<file path="config.mk">
export PLATFORM = sky130hd
export DESIGN_NAME = pc_sequencer
export DESIGN_NICKNAME = d
export VERILOG_FILES = /design/src/rtl/mips_pkg.sv /design/src/rtl/next_pc_mux.sv /design/src/rtl/pc_sequencer.sv
export SDC_FILE = /design/constraint.sdc
export NUM_CORES = 1
export LEC_CHECK = 0
export CORE_ASPECT_RATIO = 1.1
export CORE_MARGIN = 2
export CORE_UTILIZATION = 45
export CTS_CLUSTER_DIAMETER = 100
export DETAILED_ROUTE_END_ITERATION = 6
export PLACE_DENSITY = 0.91
export SYNTH_ARGS = -nofsm -noshare
export SYNTH_HDL_FRONTEND = slang
export SYNTH_HIERARCHICAL = 1
export SYNTH_SLANG_ARGS = --single-unit
</file>
<file path="constraint.sdc">
create_clock -name clk -period 2.35 [get_ports clk]
set_clock_uncertainty 0.05 [all_clocks]
set_input_delay 0.47 -clock clk [delete_from_list [all_inputs] [get_ports clk]]
set_output_delay 0.47 -clock clk [all_outputs]
set_load 0.02 [all_outputs]
</file>
<file path="src/rtl/mips_pkg.sv">
// mips_pkg: shared types and constants for the MIPS fetch-stage sequencer.
//   pc_state_t    : fetch FSM state encoding
//   RESET_PC_DFLT : default PC loaded on reset
//   PC_INC        : sequential PC increment in bytes
package mips_pkg;

    typedef enum logic [1:0] {
        BOOT  = 2'd0,
        FETCH = 2'd1,
        WAIT  = 2'd2,
        REDIR = 2'd3
    } pc_state_t;

    localparam logic [31:0] RESET_PC_DFLT = 32'h0000_0000;
    localparam int          PC_INC        = 4;

endpackage

</file>
<file path="src/rtl/next_pc_mux.sv">
// next_pc_mux: combinational redirect-target computation and priority select.
// Priority: jr (when PC_SEQ_JR_EN is defined) > jump > branch_taken.
// Ports:
//   branch_pc4_i        PC+4 of the branch/jump instruction
//   branch_offset_sl2_i word-aligned sign-extended branch offset
//   branch_taken_i      resolved branch outcome
//   jump_i, jump_index_i J/JAL decision and instr[25:0]
//   jr_i, jr_target_i   jump-register request and target (PC_SEQ_JR_EN only)
//   redirect_o          any redirect requested this cycle
//   target_o            selected redirect target
//   jr_misalign_o       jr requested with a non-word-aligned target (PC_SEQ_JR_EN only)
module next_pc_mux
    import mips_pkg::*;
#(
    parameter int PC_W = 32
)(
    input  logic [PC_W-1:0] branch_pc4_i,
    input  logic [PC_W-1:0] branch_offset_sl2_i,
    input  logic            branch_taken_i,
    input  logic            jump_i,
    input  logic [25:0]     jump_index_i,
`ifdef PC_SEQ_JR_EN
    input  logic            jr_i,
    input  logic [PC_W-1:0] jr_target_i,
    output logic            jr_misalign_o,
`endif
    output logic            redirect_o,
    output logic [PC_W-1:0] target_o
);

    logic [PC_W-1:0] branch_target;
    logic [PC_W-1:0] jump_target;

    // Carry out of the add is dropped on purpose; wrap-around is a legal target.
    assign branch_target = branch_pc4_i + branch_offset_sl2_i;
    assign jump_target   = {branch_pc4_i[PC_W-1:28], jump_index_i, 2'b00};

    always_comb begin
        redirect_o = 1'b0;
        target_o   = branch_target;
`ifdef PC_SEQ_JR_EN
        jr_misalign_o = 1'b0;
        if (jr_i) begin
            redirect_o    = 1'b1;
            target_o      = {jr_target_i[PC_W-1:2], 2'b00};
            jr_misalign_o = |jr_target_i[1:0];
        end else
`endif
        if (jump_i) begin
            redirect_o = 1'b1;
            target_o   = jump_target;
        end else if (branch_taken_i) begin
            redirect_o = 1'b1;
            target_o   = branch_target;
        end
    end

endmodule

</file>
<file path="src/rtl/pc_sequencer.sv">
// pc_sequencer: program counter register and fetch sequencer for the MIPS IF stage.
// Optional jump-register support is enabled by defining PC_SEQ_JR_EN.
// Ports:
//   clk, reset          rising-edge clock, asynchronous active-high reset
//   stall               decode hazard stall; holds pc and fetch_valid
//   imem_ready          instruction memory returns data for pc this cycle
//   branch_taken        resolved branch outcome
//   branch_pc4          PC+4 of the branch/jump instruction
//   branch_offset_sl2   sign-extended immediate shifted left by 2
//   jump, jump_index    J/JAL decision and instr[25:0]
//   jr, jr_target       jump-register request and target (PC_SEQ_JR_EN only)
//   pc, pc_plus4        current fetch address and its sequential successor
//   fetch_req           fetch request to instruction memory
//   fetch_valid         IF/ID holds a valid instruction
//   flush               one-cycle squash of younger instructions
//   misalign            one-cycle pulse on a misaligned jr (PC_SEQ_JR_EN only)
//
// state | meaning
// BOOT  | first cycle out of reset, no fetch, redirects ignored
// FETCH | fetching pc, advance when memory is ready
// WAIT  | fetching pc, memory was not ready last cycle
// REDIR | one bubble cycle after a redirect, no fetch
module pc_sequencer
    import mips_pkg::*;
#(
    parameter int            PC_W     = 32,
    parameter logic [PC_W-1:0] RESET_PC = RESET_PC_DFLT
)(
    input  logic            clk,
    input  logic            reset,
    input  logic            stall,
    input  logic            imem_ready,
    input  logic            branch_taken,
    input  logic [PC_W-1:0] branch_pc4,
    input  logic [PC_W-1:0] branch_offset_sl2,
    input  logic            jump,
    input  logic [25:0]     jump_index,
`ifdef PC_SEQ_JR_EN
    input  logic            jr,
    input  logic [PC_W-1:0] jr_target,
    output logic            misalign,
`endif
    output logic [PC_W-1:0] pc,
    output logic [PC_W-1:0] pc_plus4,
    output logic            fetch_req,
    output logic            fetch_valid,
    output logic            flush
);

    pc_state_t       state_q, state_d;
    logic [PC_W-1:0] pc_q, pc_d;
    logic            fetch_valid_q, fetch_valid_d;
    logic            flush_q, flush_d;
    logic            redirect;
    logic [PC_W-1:0] redirect_pc;
`ifdef PC_SEQ_JR_EN
    logic            jr_misalign;
    logic            misalign_q, misalign_d;
`endif

    next_pc_mux #(.PC_W(PC_W)) u_next_pc_mux (
        .branch_pc4_i        (branch_pc4),
        .branch_offset_sl2_i (branch_offset_sl2),
        .branch_taken_i      (branch_taken),
        .jump_i              (jump),
        .jump_index_i        (jump_index),
`ifdef PC_SEQ_JR_EN
        .jr_i                (jr),
        .jr_target_i         (jr_target),
        .jr_misalign_o       (jr_misalign),
`endif
        .redirect_o          (redirect),
        .target_o            (redirect_pc)
    );

    always_ff @(posedge clk or posedge reset) begin
        if (reset) begin
            state_q       <= BOOT;
            pc_q          <= RESET_PC;
            fetch_valid_q <= 1'b0;
            flush_q       <= 1'b0;
`ifdef PC_SEQ_JR_EN
            misalign_q    <= 1'b0;
`endif
        end else begin
            state_q       <= state_d;
            pc_q          <= pc_d;
            fetch_valid_q <= fetch_valid_d;
            flush_q       <= flush_d;
`ifdef PC_SEQ_JR_EN
            misalign_q    <= misalign_d;
`endif
        end
    end

    always_comb begin
        state_d       = state_q;
        pc_d          = pc_q;
        fetch_valid_d = fetch_valid_q;
        flush_d       = 1'b0;
`ifdef PC_SEQ_JR_EN
        misalign_d    = 1'b0;
`endif
        // A redirect outranks stall and memory readiness in every state but BOOT.
        if (redirect && (state_q != BOOT)) begin
            state_d       = REDIR;
            pc_d          = redirect_pc;
            fetch_valid_d = 1'b0;
            flush_d       = 1'b1;
`ifdef PC_SEQ_JR_EN
            misalign_d    = jr_misalign;
`endif
        end else begin
            case (state_q)
                BOOT:  state_d = FETCH;
                FETCH, WAIT: begin
                    if (!stall) begin
                        if (imem_ready) begin
                            state_d       = FETCH;
                            pc_d          = pc_plus4;
                            fetch_valid_d = 1'b1;
                        end else begin
                            state_d       = WAIT;
                            fetch_valid_d = 1'b0;
                        end
                    end
                end
                REDIR: state_d = FETCH;
                default: state_d = BOOT;
            endcase
        end
    end

    assign pc          = pc_q;
    assign pc_plus4    = pc_q + PC_W'(PC_INC);
    assign fetch_req   = (state_q == FETCH) || (state_q == WAIT);
    assign fetch_valid = fetch_valid_q;
    assign flush       = flush_q;
`ifdef PC_SEQ_JR_EN
    assign misalign    = misalign_q;
`endif

endmodule

</file>
==> summary.md, run 1 <==
| Metric | Value |
|---|---|
| Hold Path Class | reg2reg |
| Crit start category | input pin |
| Max clock buf depth | 2 |
| Max_cap viols | 0 |
| Distinct cells, synth | 68 |
| Final hold viol count | 0 |
| Worst Setup End Kind | flip-flop |
| Critical path's top delay family | compound AO/OA/AOI/OAI gates |
| Worst EP arrival | 3.40 ns |
| # H-tree levels | 2 |
| Max-slew headroom | 16.01% |
| Top cell by count, worst path | a21o_1 |
| Die area | 11290 µm² |
| Synthesized flop and latch total | 36 |
| Tot GR Track Use | 42.66% |
| Area growth, synth to finish | 100.3% |
| Vias in the first global route | 7357 |
| Number of routed nets with antenna violations | 0 |
| Initial antenna violation count | 1 |
| Register area share after synthesis | 19.15% |
| CP peak stage delay | 0.94 ns |
| FF-to-FF setup slack | -0.38 ns |
| Total grt overflow | 0 |
| Syn_area_per_cell | 7.465 µm² |
| VDD IR max | 0.0003283 V |
| Syn Nets | 760 |
| Mapped Area | 4703 µm² |
| WL per Instance | 29.12 µm |
| Slowest-stage cell, CP | nor3_1 |
| Area leader, netlist | dfrtp_1 |
| WHS | 0.5035 ns |
| Starting Density | 45.68% |
| Worst slew pin tran | 1.250 ns |
| CP max FO | 2 |
| Synth top area cells | dfrtp_1 19%, ha_1 8.8%, xnor2_1 7.6% |
| Skew-Pair Late Insertion Delay | 0.29 ns |
| Crit path required time | 2.47 ns |
| Fill count | 314 |
| Top Ports | 163 |
| Post-synth EDFFs | 0 |
| Layout cell share with drive strength beyond 1 | 48.34% |
| Tcrit/Tclk final | 139.5% |
| Share of the synthesized area in the top cell type | 19.15% |
| Pwr dens | 483.7 nW/µm² |
| WL final | 33110 µm |
| Status | finished, violations left |
| Total CTS buffers | 5 |
| Leak pwr | 4.233 nW |
| Residual DRC | 151 |
| Crit path cell chain | buf_6, ha_4, a21o_1, a21o_1, a221oi_4, o21ai_2, buf_4, nor3_1, a211oi_4, nand2_1, o21ai_1 |
| Post-layout minimum cycle time | 3.278 ns |
| Router iterations before antenna repair | 7 |
| Failing checks | design-rule violations, negative setup slack |
| Hpwl dp | 15130 µm |
| Worst slack, placed | -1.012 ns |
| Async SR Flop Fraction | 100.0% |
| Port Buffers | 162 |
| Die Y | 111.2 µm |
| Final #Nets | 1123 |
| Largest net degree at the start of global routing | 51 |
| Final Setup Violations | 47 |
| WP buf/inv | 2 |
| Final Worst Setup Slack | -0.9278 ns |
| Commonest cells after routing, fill and taps aside | 213 x buf_4, 82 x nand2_1, 78 x clkdlybuf4s50_1 |
| Crit Path Class | in2reg |
| Clock transition at path regs | 0.06 ns |
| Via count | 8068 |
| CTS tree | done |
| Die width | 101.5 µm |
| First-pass GRT wire length | 37950 µm |
| Top_reg_cell synth | dfrtp_1 |
| Fmax | 305.1 MHz |
| GPL Wtd Cong | 1.077 |
| CTS sink count | 36 |
| Row Count | 39 |
| Commonest non-fill, non-tap cell in the layout | buf_4 |
| Routed vias/inst | 7.096 |
| Initial DRC count | 1514 |
| RSZ-0062 raised after global routing | yes |
| Synthesized instance count | 630 |
| Clk root buf | clkbuf_16 |
| Core area | 10300 µm² |
| Slew Limit Fails | 0 |
| Yosys warns | 6 |
==> path summary, 6_finish.rpt <==
path                                             from          to  cells past startpoint
worst min register to register             state_q[0]  state_q[0]                      1
max in group asynchronous                       reset      pc[20]                      3
min in group asynchronous                       reset       pc[1]                      3
worst max-delay path            branch_offset_sl2[23]      pc[30]                     11
worst max register to register             state_q[0]      pc[22]                      8
worst min-delay path                       state_q[0]  state_q[0]                      1
==> cells in the mapped netlist, types with 3 or more instances <==
library cell	n
a211oi_1	3
a21o_1	22
a21oi_1	33
a31oi_1	4
and2_1	5
and3_1	5
and4_1	4
buf_2	15
buf_4	3
clkbuf_1	19
dfrtp_1	36
ha_1	33
inv_1	21
mux2_2	3
mux2i_1	4
nand2_1	94
nand3_1	34
nand4_1	20
nor2_1	32
nor2b_1	6
nor3_1	15
nor3_2	3
nor3b_1	3
nor4_1	4
o211ai_1	3
o21a_1	8
o21ai_0	59
o21ai_1	4
o21bai_1	4
o22ai_1	5
o31ai_1	7
or3_1	3
xnor2_1	41
xor2_1	34
==> power breakdown <==
group	total [mW]	switching, mW	internal (mW)
Clock	0.663	0.278	0.385
Combinational	3.06	1.66	1.40
Sequential	0.834	0.126	0.709
==> logic make-up after synthesis <==
group / count (synthesis) / share of synthesized area [%]
AOI/OAI and AO/OA: 170 / 23.09
buffers and inverters: 60 / 5.427
adders and majority gates: 34 / 9.205
and+or+nand+nor: 248 / 27.59
xor gates and xnor gates: 75 / 13.97
DFF: 36 / 19.15
muxes: 7 / 1.570
==> final cells by class <==
| cell class | count | area, µm² | area share [%] |
|---|---|---|---|
| Inverter | 21 | 78.83 | 0.8368 |
| Clock buffer | 5 | 125.1 | 1.328 |
| Antenna cell | 1 | 2.502 | 0.02656 |
| Multi-Input combinational cell | 534 | 4778 | 50.72 |
| Tap cell | 143 | 178.9 | 1.899 |
| Clock inverter | 2 | 12.51 | 0.1328 |
| Timing Repair Buffer | 395 | 3339 | 35.45 |
| Sequential cell | 36 | 904.6 | 9.603 |
==> registers in the layout, indices dropped and copies added, names as in the netlist <==
register / flops
flush: 1
state_q: 2
pc: 32
fetch_valid: 1
==> per-stage QoR <==
step | instance area (µm²) | TNS (ns) | power, mW | util [%] | cells
global route | 9418 | -11.41 | 4.621 | 91.47 | 1136
global placement | 7849 | -18.90 | 2.942 | 76.23 | 1067
finish | 9420 | -10.51 | 4.556 | 91.49 | 1137
CTS | 8598 | -2.007 | 3.860 | 83.51 | 1104
floorplan | 4980 | -1.347 | 1.921 | - | 630
detailed placement | 7849 | -22.44 | 3.043 | 76.23 | 1067
==> metal layers <==
metal	global-route usage, %	share of wire, %	vias up
li1	-	-	2984
met1	44.72	30	3536
met2	70.86	43	1063
met3	9.332	14	485
met4	36.04	13	0
met5	0	0	-
==> timing repair <==
action	CTS	global route
hold buffers	0	0
pin swaps	92	107
gates resized for setup	323	201
endpoints found under the setup margin	53	47
setup buffers	34	39
(Power assumes the default switching activity.)
==> run 2: changes to the inputs <==
--- a/config.mk
+++ b/config.mk
@@ -6,7 +6,6 @@
 export NUM_CORES = 1
 export LEC_CHECK = 0
 export CORE_ASPECT_RATIO = 1.1
-export CORE_MARGIN = 2
 export CORE_UTILIZATION = 45
 export CTS_CLUSTER_DIAMETER = 100
 export DETAILED_ROUTE_END_ITERATION = 6
==> run 2 against run 1 <==
The flow now stops in global routing. Synthesized cell count did not move. Synthesized area did not move.
==> summary.md, run 2 <==
| Metric | Value |
|---|---|
| Synthesized instance count | 630 (unchanged) |
| Top_reg_cell synth | dfrtp_1 |
| Post-synth top cells | 94 x nand2_1, 59 x o21ai_0, 41 x xnor2_1, 36 x dfrtp_1 |
| Row Count | 38 (-2.6%) |
| Syn_area_per_cell | 7.465 µm² (unchanged) |
| Starting Density | 46.88% (+1.2 points) |
| Total CTS buffers | 5 (unchanged) |
| Largest net degree at the start of global routing | 45 |
| Tot GR Track Use | 74.55% |
| Yosys warns | 6 (unchanged) |
| Synth top area cells | dfrtp_1 19%, ha_1 8.8%, xnor2_1 7.6% |
| Post-synthesis mux area share | 1.570% (unchanged) |
| # H-tree levels | 2 (unchanged) |
| GR repair worst EP | pc[26]$_DFFE_PP0P_/D |
| Share of the synthesized area in the top cell type | 19.15% (unchanged) |
| Synth Area in Compound Gates | 23.09% (unchanged) |
| Most frequent cell after synthesis | nand2_1 |
| Synth Area in Adders | 9.205% (unchanged) |
| Port Buffers | 162 (unchanged) |
| GPL Wtd Cong | 0.9864 (-8.4%) |
| Largest family of logic cells by synthesized area | simple AND/OR/NAND/NOR gates |
| CTS sink count | 36 (unchanged) |
| Worst ep type | sequential cell input |
| Post-synth EDFFs | 0 (unchanged) |
| Die Y | 109.2 µm (-1.8%) |
| Die width | 99.48 µm (-2.0%) |
| Async SR Flop Fraction | 100.0% (unchanged) |
| # hold bufs at CTS | 0 (unchanged) |
| Register area share after synthesis | 19.15% (unchanged) |
| Hpwl dp | 14840 µm (-1.9%) |
| Xor-xnor portion of the synthesized cell area | 13.97% (unchanged) |
| Top Ports | 163 (unchanged) |
| Clk root buf | clkbuf_8 |
| Placed Cells | 1061 (-0.56%) |
| Area post-placement | 7810 µm² (-0.49%) |
| Distinct cells, synth | 68 (unchanged) |
| Mapped Area | 4703 µm² (unchanged) |
| First Err | [ERROR GRT-0232] Routing congestion too high. Check the congestion heatmap in the GUI. |
| Syn Nets | 760 (unchanged) |
| Synthesized flop and latch total | 36 (unchanged) |
| Post-synthesis simple-gate area fraction | 27.59% (unchanged) |
| Max clock buf depth | 2 (unchanged) |
| Total grt overflow | 61 |
| Stopping stage | global routing |
| Area leader, netlist | dfrtp_1 |
| Status | did not finish |
## run 2: cell counts after synthesis
No cell type changed its count.
## run 2: per-stage QoR
stage          hold WS [ns]  utilization (%)  setup slack (ns)  setup TNS, ns
2_1_floorplan        0.4090                -           -0.2243         -1.347
3_3_place_gp         0.4210            77.85           -0.8131         -18.90
3_5_place_dp         0.4513            77.85           -0.9229         -22.36
4_1_cts              0.4651            87.30           -0.1642        -0.8638
## run 2: logic make-up after synthesis
family | after synthesis
flip-flops | 36
AND/OR/NAND/NOR | 248
XOR/XNOR | 75
multiplexers | 7
buffers and inverters | 60
adder cells (fa/ha/maj) | 34
AO/OA/AOI/OAI | 170
## run 2: repair_timing
action,CTS
resized for setup,394
setup buffers,48
pin swaps,104
endpoints found under the setup margin,53
## run 2: routing by layer
metal / global-route usage, % / overflow
met1: 72.47 / 1
met2: 95.39 / 39
met3: 53.40 / 0
met4: 83.19 / 21
met5: 16.83 / 0
==> run 3: changes to the inputs <==
--- a/config.mk
+++ b/config.mk
@@ -5,11 +5,9 @@
 export SDC_FILE = /design/constraint.sdc
 export NUM_CORES = 1
 export LEC_CHECK = 0
-export CORE_ASPECT_RATIO = 1.1
-export CORE_UTILIZATION = 45
-export CTS_CLUSTER_DIAMETER = 100
+export CORE_UTILIZATION = 30
 export DETAILED_ROUTE_END_ITERATION = 6
-export PLACE_DENSITY = 0.91
+export PLACE_DENSITY_LB_ADDON = 0.15
 export SYNTH_ARGS = -nofsm -noshare
 export SYNTH_HDL_FRONTEND = slang
 export SYNTH_HIERARCHICAL = 1
==> run 3 against run 2 <==
The flow now finishes, with violations (negative setup slack).
==> summary.md, run 3 (synthesis results as in run 1) <==
| Metric | Value |
|---|---|
| FF-to-FF Start | state_q[0] |
| Die area | 16180 µm² |
| Number of routed nets with antenna violations | 0 |
| Post-layout minimum cycle time | 2.491 ns |
| Pwr dens | 447.8 nW/µm² |
| Area of the multi-input gates | 4697 µm² |
| Storage cell area | 902.1 µm² |
| Crit path cell chain | buf_6, ha_4, inv_2, fa_2, nor2b_2, o21ai_4, a21boi_4, o31ai_4, a211oi_4, o41ai_4, buf_4, nand2_2, o311a_1, nand2_1, o21ai_1 |
| Worst slew pin tran | 0.5489 ns |
| Residual DRC | 0 |
| Final Setup Violations | 17 |
| Routed vias/inst | 4.917 |
| GPL Wtd Cong | 0.9251 (-6.2%) |
| Final #Nets | 1129 |
| Commonest non-fill, non-tap cell in the layout | buf_4 |
| Final hold viol count | 0 |
| CP max FO | 5 |
| Max clock buf depth | 2 (unchanged) |
| Critical Path Sink | pc[22] |
| Port Buffers | 162 (unchanged) |
| Fmax | 401.5 MHz |
| Leak pwr | 4.231 nW |
| Status | finished, violations left |
| RSZ-0062 raised after global routing | yes |
| First-pass GRT wire length | 29170 µm |
| Top Ports | 163 (unchanged) |
| Slew Limit Fails | 0 |
| Reg2reg end | pc[22] |
| Die Y | 127.2 µm (+16%) |
| CP peak stage delay | 0.40 ns |
| Layout cell share with drive strength beyond 1 | 47.60% |
| Router iterations before antenna repair | 6 |
| Fill count | 1312 |
| Area growth, synth to finish | 101.5% |
| Largest net degree at the start of global routing | 45 |
| Skew-Pair Late Insertion Delay | 0.29 ns |
| Crit Path Class | in2reg |
| Crit start category | input pin |
| R2r worst-path depth | 9 |
| Max_cap viols | 0 |
| Hold Path Class | reg2reg |
| Worst EP arrival | 2.60 ns |
| WL final | 18850 µm |
| Number of flip-flops in the largest register | 32 |
| Via count | 5955 |
| Vias in the first global route | 5900 |
| Final Worst Setup Slack | -0.1407 ns |
| # diodes | 0 |
| CTS tree | done |
| Area post-placement | 8071 µm² (+3.3%) |
| Total CTS buffers | 5 (unchanged) |
| Crit path required time | 2.45 ns |
| Starting Density | 30.82% (-16 points) |
| WP buf/inv | 3 |
| Total grt overflow | 0 |
| Row Count | 45 (+18%) |
| WL per Instance | 15.56 µm |
| Initial antenna violation count | 0 |
| Hpwl dp | 14560 µm (-1.8%) |
| Max-slew headroom | 63.07% |
| Die width | 127.2 µm (+28%) |
| Worst Setup End Kind | flip-flop |
| Setup crit start | branch_offset_sl2[0] |
| Commonest cells after routing, fill and taps aside | 221 x buf_4, 81 x nand2_1, 79 x clkdlybuf4s50_1 |
| Critical path's top delay family | compound AO/OA/AOI/OAI gates |
| Clock transition at path regs | 0.06 ns |
| Tcrit/Tclk final | 106.0% |
| Final Cell Area | 9477 µm² |
| Cell depth of the worst setup path | 15 |
| Clk root buf | clkbuf_16 |
| Initial DRC count | 341 |
| FF-to-FF setup slack | 0.37 ns |
| Post-layout util | 62.11% |
| CTS sink count | 36 (unchanged) |
| # H-tree levels | 2 (unchanged) |
| Tot GR Track Use | 22.51% |
| Slowest-stage cell, CP | o41ai_4 |
| VDD IR max | 0.0003064 V |
| Failing checks | negative setup slack |
| Core area | 15260 µm² |
==> run 3: what timing repair did <==
action,4_1_cts,5_1_grt
setup buffers,39,18
resized for setup,370,140
pin swaps,93,94
hold buffers,0,0
gates cloned,0,0
setup endpoints to repair,52,48
==> run 3: layout make-up <==
class                   instances  share of cell area (%)
multi-input cells             534                   49.56
repair buffers                401                   35.37
flip-flops and latches         36                   9.519
well taps                     211                   2.786
clock buffers                   7                   1.611
inverters                      21                  0.8318
clock inverters                 1                  0.3169
==> run 3: worst register-to-register path, cell delays in order (launching register included) <==
cell and delay [ns]:
dfrtp_1 0.35, inv_1 0.05, ha_1 0.33, nand3b_1 0.14
buf_4 0.20, nor2_1 0.11, buf_4 0.19, nand3_1 0.11
xor2_1 0.23, o21ai_1 0.08
==> run 3: layer usage <==
layer	up-vias	track usage, %	wire length, µm
li1	2988	-	-
met3	27	1.801	588
met5	-	0	0
met1	2782	30.00	8641
met2	158	38.88	9228
met4	0	6.513	389
==> run 3: metrics by stage <==
step | total power, mW | TNS (ns) | std cells | hold slack, ns | worst slack (ns)
global placement | 3.041 | -21.89 | 1155 | 0.4204 | -0.9458
CTS | 4.081 | -1.642 | 1197 | 0.4569 | -0.3047
finish | 4.243 | -0.8390 | 1211 | 0.4569 | -0.1407
floorplan | 1.921 | -1.347 | 630 | 0.4090 | -0.2243
detailed placement | 3.066 | -23.69 | 1155 | 0.4442 | -0.9914
global route | 4.473 | -3.193 | 1211 | 0.4717 | -0.2556
==> run 3: report_power, final <==
| group | leakage (nW) | internal [mW] | switching [mW] | total (mW) |
|---|---|---|---|---|
| registers | 0.429 | 0.708 | 0.0902 | 0.798 |
| clock network | 0.0901 | 0.558 | 0.258 | 0.816 |
| logic | 3.71 | 1.35 | 1.28 | 2.63 |
==> run 3: how the worst min path moves through the flow <==
| stage | from | end | depth (start not counted) | slack [ns] |
|---|---|---|---|---|
| floorplan | state_q[0] | state_q[0] | 1 | 0.41 |
| global placement | state_q[0] | state_q[0] | 1 | 0.42 |
| detailed placement | state_q[0] | state_q[0] | 1 | 0.44 |
| CTS | state_q[0] | state_q[0] | 1 | 0.46 |
| global route | state_q[0] | state_q[0] | 1 | 0.47 |
| finish | state_q[0] | state_q[0] | 1 | 0.46 |
==> run 4: changes to the inputs <==
--- a/config.mk
+++ b/config.mk
@@ -7,7 +7,7 @@
 export LEC_CHECK = 0
 export CORE_UTILIZATION = 30
 export DETAILED_ROUTE_END_ITERATION = 6
-export PLACE_DENSITY_LB_ADDON = 0.15
+export PLACE_DENSITY = 0.61
 export SYNTH_ARGS = -nofsm -noshare
 export SYNTH_HDL_FRONTEND = slang
 export SYNTH_HIERARCHICAL = 1
==> run 4 against run 3 <==
The run still ends with negative setup slack left. Sequential share of layout area decreased by 0.063 points. Power decreased by 3.0%. Utilization increased by 0.50 points. First-iteration DRC count decreased by 20%. Setup slack got worse by 0.042 ns. Non-clock buffer count increased by 7. Clock-buffer cell count decreased by 1. Final cell count increased by 0.50%. Largest cell class unchanged. Largest power group unchanged. Highest routed layer unchanged.
==> summary.md, run 4 (synthesis results as in run 1) <==
| Metric | Value |
|---|---|
| Status | finished, violations left |
| Failing checks | negative setup slack |
| Power, Total | 4.118 mW (-3.0%) |
| CTS sink count | 36 (unchanged) |
| Router iterations before antenna repair | 5 (-1) |
| Residual DRC | 0 (unchanged) |
| # H-tree levels | 2 (unchanged) |
| Number of flip-flops in the largest register | 32 (unchanged) |
| WL final | 19750 µm (+4.8%) |
| Core area | 15260 µm² (unchanged) |
| Tcrit/Tclk final | 107.8% (+1.8 points) |
| CTS tree | done |
| Final hold viol count | 0 (unchanged) |
| # diodes | 0 (unchanged) |
| Die Y | 127.2 µm (unchanged) |
| Max clock buf depth | 2 (unchanged) |
| Routed vias/inst | 4.970 (+1.1%) |
| Final #Nets | 1136 (+0.62%) |
| Vias in the first global route | 6204 (+5.2%) |
| Commonest non-fill, non-tap cell in the layout | buf_4 |
| Via count | 6048 (+1.6%) |
| Row Count | 45 (unchanged) |
| FF-to-FF setup slack | 0.27 ns (-0.10 ns) |
| VDD IR max | 0.0003010 V (-1.8%) |
| Slew Limit Fails | 0 (unchanged) |
| GPL Wtd Cong | 0.8992 (-2.8%) |
| Max-slew headroom | 60.44% (-2.6 points) |
| Total CTS buffers | 5 (unchanged) |
| Skew-Pair Late Insertion Delay | 0.28 ns (about the same) |
| Pwr dens | 431.0 nW/µm² (-3.7%) |
| Clock transition at path regs | 0.05 ns (about the same) |
| First-pass GRT wire length | 31020 µm (+6.3%) |
| Hold Path Class | reg2reg |
| Initial antenna violation count | 0 (unchanged) |
| Clk root buf | clkbuf_16 |
| Post-layout minimum cycle time | 2.533 ns (+0.04191 ns) |
| Hold Path Origin | state_q[0] |
| Final Setup Violations | 17 (unchanged) |
| Post-layout util | 62.61% (+0.50 points) |
| Die width | 127.2 µm (unchanged) |
| Area growth, synth to finish | 103.1% |
| CP max FO | 4 (-1) |
| Max_cap viols | 0 (unchanged) |
| Total grt overflow | 0 (unchanged) |
| Port Buffers | 162 (unchanged) |
| Leak pwr | 4.255 nW (+0.57%) |
| Tot GR Track Use | 23.84% (+1.3 points) |
| FF-to-FF Start | state_q[0] |
| Number of routed nets with antenna violations | 0 (unchanged) |
| Hold EP | state_q[0] |
| Worst Setup End Kind | flip-flop |
| Fmax | 394.8 MHz (-1.7%) |
| Reg2reg end | pc[25] |
| Worst EP arrival | 2.68 ns (+0.08 ns) |
| Crit Path Class | in2reg |
| WHS | 0.4592 ns (+0.002233 ns) |
| RSZ-0062 raised after global routing | yes |
| Hold Path Stages | 1 (unchanged) |
| Layout cell share with drive strength beyond 1 | 48.21% (+0.61 points) |
| Top Ports | 163 (unchanged) |
| Die area | 16180 µm² (unchanged) |
| Worst slew pin tran | 0.5909 ns (+0.04200 ns) |
| Crit start category | input pin |
| Starting Density | 30.82% (unchanged) |
| Initial DRC count | 272 (-20%) |
| Final Worst Setup Slack | -0.1826 ns (-0.04191 ns) |
| WL per Instance | 16.23 µm (+4.3%) |
| Crit path required time | 2.50 ns (+0.05 ns) |
| Commonest cells after routing, fill and taps aside | 222 x buf_4, 80 x nand2_1, 79 x clkdlybuf4s50_1 |
| Largest net degree at the start of global routing | 45 (unchanged) |
| R2r worst-path depth | 8 (-1) |
| Hpwl dp | 14500 µm (-0.43%) |
-- run 4: changes by cell type in the layout (fill, tap and decap cells not counted), sizes merged --
cell | previous run | this run
clkinv | 0 | 1
dlygate4sd2 | 9 | 15
clkbuf | 21 | 17
dlymetal6s2s | 8 | 2
buf | 286 | 296
bufinv | 1 | 0
-- run 4: worst max-delay path by stage --
stage                                     start     end  depth (start not counted)
after global routing       branch_offset_sl2[0]  pc[28]                         16
after CTS                  branch_offset_sl2[0]  pc[26]                         15
after detailed placement          branch_pc4[0]  pc[26]                         14
after global placement            branch_pc4[0]  pc[29]                         14
final                             branch_pc4[9]  pc[28]                         16
after floorplan           branch_offset_sl2[10]  pc[31]                         12
-- run 4: layer usage --
layer | part of all wire [%] | wire length [µm] | track usage, %
met5 | 0 | 0 | 0
met4 | 2.5 | 490 | 8.333
met3 | 3.2 | 623 | 1.926
met2 | 50 | 9942 | 42.05
met1 | 44 | 8692 | 30.54
-- run 4: stage by stage --
stage / setup TNS, ns / setup slack, ns / instances / instance area (µm²)
2_1_floorplan: -1.347 / -0.2243 / 630 / 4980
4_1_cts: -1.218 / -0.1783 / 1208 / 9136
5_1_grt: -4.338 / -0.3229 / 1217 / 9553
3_3_place_gp: -21.02 / -0.8517 / 1156 / 8079
3_5_place_dp: -22.35 / -0.8864 / 1156 / 8079
6_report: -1.331 / -0.1826 / 1217 / 9553
-- run 4: worst max-delay path: stages --
cell     delay, ns
buf_2         0.11
ha_4          0.27
buf_6         0.10
buf_4         0.11
buf_4         0.14
nand3_2       0.11
nor2_2        0.15
o31ai_4       0.11
buf_4         0.15
a21oi_4       0.21
buf_6         0.14
o31ai_4       0.07
mux2i_1       0.13
nor2_1        0.21
nor2_1        0.08
a21oi_1       0.12
-- run 4: layout make-up --
| cell class | instances | area (µm²) |
|---|---|---|
| Tap cell | 211 | 264.0 |
| Fill cell | 1318 | 5705 |
| Clock inverter | 1 | 5.005 |
| Multi-Input combinational cell | 534 | 4751 |
| Sequential cell | 36 | 903.4 |
| Timing Repair Buffer | 408 | 3422 |
| Clock buffer | 6 | 128.9 |
| Inverter | 21 | 78.83 |
-- run 4: report_power, final --
group | switching, mW | internal, mW | total (mW)
Clock | 0.247 | 0.385 | 0.632
Combinational | 1.30 | 1.38 | 2.69
Sequential | 0.0921 | 0.708 | 0.801
Total | 1.64 | 2.48 | 4.12
-- run 4: timing repair --
item,in CTS,in global routing
pin swaps,118,71
buffers inserted,50,10
hold buffers,0,0
gates resized for setup,407,127
endpoints found under the setup margin,52,50
